File: src/rtl/cbus_rr_arbiter.sv
// cbus_rr_arbiter: shares one downstream cbus among NUM_INPUTS masters, one transaction at a time.
// Define CBUS_ARB_ROUND_ROBIN_EN for round-robin selection; default build is fixed priority.
package cbus_pkg;
    typedef struct packed {
        logic        valid;
        logic        is_write;
        logic [1:0]  size;
        logic [31:0] addr;
        logic [31:0] wdata;
        logic [3:0]  wstrb;
        logic [7:0]  len;
    } cbus_req_t;

    typedef struct packed {
        logic        ready;
        logic        last;
        logic [31:0] data;
    } cbus_resp_t;
endpackage

module cbus_rr_arbiter
    import cbus_pkg::*;
#(
    parameter int  NUM_INPUTS = 2,
    parameter type req_t      = cbus_req_t,
    parameter type resp_t     = cbus_resp_t
) (
    input  logic  clk,
    input  logic  resetn,
    input  req_t  ireqs  [NUM_INPUTS],
    output resp_t iresps [NUM_INPUTS],
    output req_t  oreq,
    input  resp_t oresp
);
    localparam int IDX_W = $clog2(NUM_INPUTS);

    typedef enum logic {IDLE, BUSY} state_e;

    state_e           state_q, state_d;
    logic [IDX_W-1:0] idx_q, idx_d;
    logic [IDX_W-1:0] sel_idx;
    logic [IDX_W-1:0] cand;
    logic             any_valid;
`ifdef CBUS_ARB_ROUND_ROBIN_EN
    logic [IDX_W-1:0] ptr_q, ptr_d;
    logic [IDX_W-1:0] idx_inc;

    assign idx_inc = (idx_q == IDX_W'(NUM_INPUTS - 1)) ? '0 : idx_q + 1'b1;
`endif

    // Scan from the highest search position down so the first eligible candidate wins.
    always_comb begin
        any_valid = 1'b0;
        sel_idx   = '0;
        cand      = '0;
        for (int k = NUM_INPUTS - 1; k >= 0; k--) begin
`ifdef CBUS_ARB_ROUND_ROBIN_EN
            cand = IDX_W'((int'(ptr_q) + k) % NUM_INPUTS);
`else
            cand = IDX_W'(k);
`endif
            if (ireqs[cand].valid) begin
                any_valid = 1'b1;
                sel_idx   = cand;
            end
        end
    end

    always_comb begin
        state_d = state_q;
        idx_d   = idx_q;
        oreq    = '0;
        iresps  = '{default: '0};
`ifdef CBUS_ARB_ROUND_ROBIN_EN
        ptr_d   = ptr_q;
`endif
        case (state_q)
            IDLE: begin
                if (any_valid) begin
                    idx_d   = sel_idx;
                    state_d = BUSY;
                end
            end
            BUSY: begin
                // Grant is held even if the owner drops valid; only ready&last releases it.
                oreq          = ireqs[idx_q];
                iresps[idx_q] = oresp;
                if (oresp.ready && oresp.last) begin
                    state_d = IDLE;
`ifdef CBUS_ARB_ROUND_ROBIN_EN
                    ptr_d   = idx_inc;
`endif
                end
            end
        endcase
    end

    always_ff @(posedge clk or negedge resetn) begin
        if (!resetn) begin
            state_q <= IDLE;
            idx_q   <= '0;
`ifdef CBUS_ARB_ROUND_ROBIN_EN
            ptr_q   <= '0;
`endif
        end else begin
            state_q <= state_d;
            idx_q   <= idx_d;
`ifdef CBUS_ARB_ROUND_ROBIN_EN
            ptr_q   <= ptr_d;
`endif
        end
    end
endmodule

File: config.mk
export PLATFORM = sky130hd
export DESIGN_NAME = cbus_rr_arbiter
export DESIGN_NICKNAME = d
export VERILOG_FILES = /design/src/rtl/cbus_rr_arbiter.sv
export SDC_FILE = /design/constraint.sdc
export NUM_CORES = 1
export LEC_CHECK = 0
export CAP_MARGIN = 40
export CORE_AREA = 2 2 135 137
export DETAILED_ROUTE_END_ITERATION = 7
export DIE_AREA = 0 0 137 139
export PLACE_DENSITY = 0.52
export SLEW_MARGIN = 40
export SYNTH_ARGS = -nofsm -noshare
export SYNTH_HDL_FRONTEND = slang
export SYNTH_SLANG_ARGS = --single-unit
File: constraint.sdc
create_clock -name clk -period 1.4 [get_ports clk]
set_input_delay 0.28 -clock clk [delete_from_list [all_inputs] [get_ports clk]]
set_output_delay 0.28 -clock clk [all_outputs]
set_load 0.05 [all_outputs]
; ---- After elaboration in Yosys (flattened, before gate mapping)
; Cells that the tools add are included.
[totals]
register_bits = 2
in_bits = 196
output_inout_bits = 148
wordCells = 23
[classes]
magnitude_cmp = 2
muxes = 13
bitwise = 3
reduce_logical = 3
[ops]
columns = cell, n
row1 = 80-bit 2-to-1 mux, 4
row2 = 68-bit AND, 1
row3 = 68-bit 2-to-1 mux, 1
row4 = 34-bit demux with 1-bit select, 1
row5 = 34-bit 2-to-1 mux, 1
row6 = 1-bit 2-to-1 mux, 5
row7 = "2-bit >= comparator, second input constant", 1
row8 = 1-bit logical AND, 2
row9 = "2-bit by 1-bit less-than comparator with 1-bit output, second input constant", 1
row10 = 1-bit inverter with 2-bit output, 1
row11 = 1-bit case mux with 2 select lines, 1
row12 = 2-bit AND reduction, 1
row13 = 1-bit inverter, 1

; ---- Longest topological paths before layout
[depth]
depth_word = 7
mapped_depth = 5
ltp_nobuf = 2

; ---- Worst setup path after synthesis
; OpenSTA, ideal clock, no wires.
[synth_path]
path_kind = register to output
from = register idx_q
to = output oreq[61] in the netlist's numbering
arrival_ps = 1544
path_slack_ps = -424
path_stages_with_launch = 6
path_cell_list = dfrtp_1 -> buf_4 -> buf_8 -> buf_8 -> mux2i_1 -> nor2_1
[synth_rtl]
columns = item, line
row1 = from (decl), 40  ; logic [IDX_W-1:0] idx_q, idx_d;
row2 = from (signal assigned), 107  ; idx_q <= idx_d;
row3 = to (decl), 32  ; output req_t oreq,

==> summary by stage <==
Critical path
Data on the critical path is required at its endpoint by 1.12 ns. The sort of element at the end of the critical path is a primary output. In this run the worst path has a maximum fanout of 26. The startpoint kind of the worst setup timing path is a register. The startpoint identified for the worst register-to-register timing path is state_q$_DFF_PN0_. The critical path in this run is classified as register to primary output. The capture point of the worst reg-to-reg path is idx_q$_DFFE_PN0P_. The end point of the critical path is iresps[42].

The slack of the worst reg-to-reg path is 0.25 ns. The logic depth of the worst register-to-register path is 4. STA puts the critical path data arrival time at 1.52 ns. The start point of the critical path is idx_q$_DFFE_PN0P_.

Finish
The net count of the finished layout is 807. The total inserted antenna cells is 0. The signed area change from the synthesized netlist to the final layout is 331.9%. Of the cells placed in the final design, the portion with a size suffix greater than 1 is 0.5262.

Yosys
The total nets after synthesis is 461. The proportion of synthesized chip area in sequential cells is 0.02793. The yosys synthesis warning count is 0. After synthesis, the cell types taking the most area are sky130_fd_sc_hd__mux2i_1, sky130_fd_sc_hd__nor2_1, sky130_fd_sc_hd__and3_1, sky130_fd_sc_hd__and2_1, sky130_fd_sc_hd__buf_2. After synthesis, the largest family of logic cells by area is multiplexers.

The share of synthesized area in the top cell type comes to 0.4469. The fraction of the mapped netlist area in adder cells is 0. The cell count after synthesis is 265.

A synthesized cell averages 6.761 um2. Of the total synthesized cell area, the portion taken by AND, OR, NAND and NOR gates is 0.4197. The number of flip-flops and latches in the synthesized netlist is 2. The post-synth design cell area is 1792 um2. Of the total synthesized cell area, the portion taken by XOR and XNOR cells is 0.

Of all cell types, the one taking the most synthesized area is sky130_fd_sc_hd__mux2i_1. The share of the synthesized area in compound gates (AO/OA/AOI/OAI) is 0.008380. After synthesis, the netlist uses 17 different library cells. The mux contribution to synthesized area is 0.4469.

Route
Dividing the detail-routed wire length by the instance count gives 15.80 um. The aggregate routed wire length is 13.26 mm. The number of vias per cell after detailed routing is 3.882. The number of remaining DRC errors is 0. The first routing iteration left 73 violations.

The routed layout has 3257 vias. In this run the remaining antenna-violating nets after routing total 0. The number of detailed-route iterations in the first pass is 4.

GRT
The via count of the first global-routing pass is 3371. The aggregate global-route resource usage is 0.1300. For this run the aggregate overflow at the end of global routing stands at 0. Entering global routing, the biggest net connects 31 pins.

The initial antenna violation count was 0. The first-pass GRT wire length is 19.40 mm.

Hold path
The worst min-delay path class is primary input to async pin.

Clock network
The number of buffers inserted for hold repair after clock tree synthesis is 0. The number of buffers on the longest clock path is 2. CTS built an H-tree with a depth of 1.

Clock-pin slew was measured on the worst setup and hold paths at 0.03 ns. The clock latency on the worst-skew pair is 0.22 ns. The root buffer cell is sky130_fd_sc_hd__clkbuf_16. The TritonCTS clock tree is built. The number of sinks driven by the clock tree is 2. Buffers inserted during clock tree synthesis total 3.

Placed design
The number of buffer cells added on primary ports is 343. The weighted congestion at the end of routability-driven global placement is 0.8676. Before CTS, the worst setup slack after placement is -0.2147 ns. The half-perimeter wire length after placement is 11.23 mm.

Floorplanning
In this run the count of I/O pins placed on the die edge is 344. In this run the vertical extent of the chip is 139 um. The initialized floorplan defines 49 standard-cell rows. The floorplan die area is 19040 um2.

The effective utilization at floorplan is 0.1015. The die width is 137 um. The total core area is 17660 um2.

Outcome
The final reports fail on negative setup slack. The flow ran to the end, but the final reports show violations.

Timing
The final hold violation count is 0. The slew of the pin with the lowest slew margin is 0.2160 ns. The worst slew margin relative to its limit is 0.8531. Timing would allow up to 554.8 MHz.

The period utilization is 1.287. Setup violations remaining at the end of the flow were counted as 148. Setup repair after global routing could not meet its margin everywhere.

The worst path in the final design needs a cycle of 1.802 ns, including I/O delays and setup. The max-slew violation count is 0. The worst path setup slack after routing is -0.4024 ns. The setup clock skew after layout is 0.004404 ns.

Power
The analysis attributes to cell leakage a power of 3.261 nW. Dividing total power by cell area gives a power density of 1093 nW/um2. Across the VDD grid, the largest voltage drop is 509.1 uV. The post-layout total power is 0.008459 W.

Flow run
The tool flagged a number of max-cap violations equal to 0.
## where the power goes
part | switching, W | internal, W
sequential | 0.0000107 | 0.0000721
combinational | 0.00398 | 0.00396
clock | 0.0000672 | 0.000375
total | 0.00405 | 0.00440
## per-layer routing
layer  vias to the layer above  GRT usage  wire length, um
met5                         -          0                0
met4                         0    0.02767              184
met3                        10    0.02595             1007
met2                       150     0.2529             7432
met1                      1508     0.1416             4632
li1                       1589          -                -
## kinds of logic after synthesis
kind of cell / after synthesis
muxes: 80
buffers and inverters: 29
DFF: 2
and+or+nand+nor: 152
AOI/OAI and AO/OA: 2
## repair_timing
| action | CTS | global route |
|---|---|---|
| gates cloned | 1 | 0 |
| resized for setup | 41 | 36 |
| endpoints found under the setup margin | 148 | 148 |
| pin swaps | 8 | 23 |
| endpoints found under the hold margin | 0 | 0 |
| setup buffers | 3 | 0 |
## flip-flops by register name, summed over array words and instances, names as in the netlist
name	cells
idx_q	1
state_q	1
## cell usage in the layout, fill, tap and decap left out, drive strengths merged
cell and n:
clkdlybuf4s50 195, buf 174, nor2 81, mux2i 80, and3 34, and2 33
clkbuf 4, nor2b 2, dfrtp 2, clkinv 1, nand2 1, nor3 1
a31oi 1, a2bb2oi 1
## how the worst min path moves through the flow
stage | from | to | slack (ns) | cells after the start
2_1_floorplan | resetn | idx_q$_DFFE_PN0P_ | -0.02 | 0
3_5_place_dp | resetn | state_q$_DFF_PN0_ | 0.46 | 1
5_1_grt | resetn | idx_q$_DFFE_PN0P_ | 0.24 | 1
3_3_place_gp | resetn | state_q$_DFF_PN0_ | 0.47 | 1
6_report | resetn | idx_q$_DFFE_PN0P_ | 0.22 | 1
4_1_cts | resetn | idx_q$_DFFE_PN0P_ | 0.23 | 1
## synth_stat cells
cell type and instances:
sky130_fd_sc_hd__a2bb2oi_1 1, sky130_fd_sc_hd__a31oi_1 1, sky130_fd_sc_hd__and2_1 33, sky130_fd_sc_hd__and3_1 34, sky130_fd_sc_hd__buf_2 11, sky130_fd_sc_hd__buf_4 7
sky130_fd_sc_hd__buf_8 2, sky130_fd_sc_hd__clkbuf_1 6, sky130_fd_sc_hd__clkbuf_2 2, sky130_fd_sc_hd__dfrtp_1 2, sky130_fd_sc_hd__inv_2 1, sky130_fd_sc_hd__mux2i_1 80
sky130_fd_sc_hd__nand2_1 1, sky130_fd_sc_hd__nor2_1 81, sky130_fd_sc_hd__nor2b_1 1, sky130_fd_sc_hd__nor2b_4 1, sky130_fd_sc_hd__nor3_1 1
## stage by stage
step	cell area [um2]	hold WS, ns	utilization	setup TNS [ns]	instances
finish	7739	0.2245	0.4383	-48.71	839
global route	7739	0.2351	0.4383	-55.42	839
CTS	7630	0.2263	0.4321	-51.30	839
detailed placement	7327	0.4590	0.4150	-17.07	831
global placement	7327	0.4713	0.4150	-15.63	831
floorplan	2008	-0.01559	-	-20.20	265
## cell type report
cell class	instances	area, um2
clock buffer	4	78.83
inverter	1	8.758
timing repair buffer	369	5274
multi-input combinational	234	2036
sequential	2	55.05
tap	229	286.5
fill	1640	9918
## worst max-delay path, stage by stage, from the launching register on
cell,delay [ns]
sky130_fd_sc_hd__dfrtp_4,0.48
sky130_fd_sc_hd__buf_12,0.17
sky130_fd_sc_hd__nor2b_4,0.14
sky130_fd_sc_hd__buf_12,0.18
sky130_fd_sc_hd__and2_2,0.19
sky130_fd_sc_hd__buf_12,0.13
Note: power is estimated with default switching activity, not from simulation.
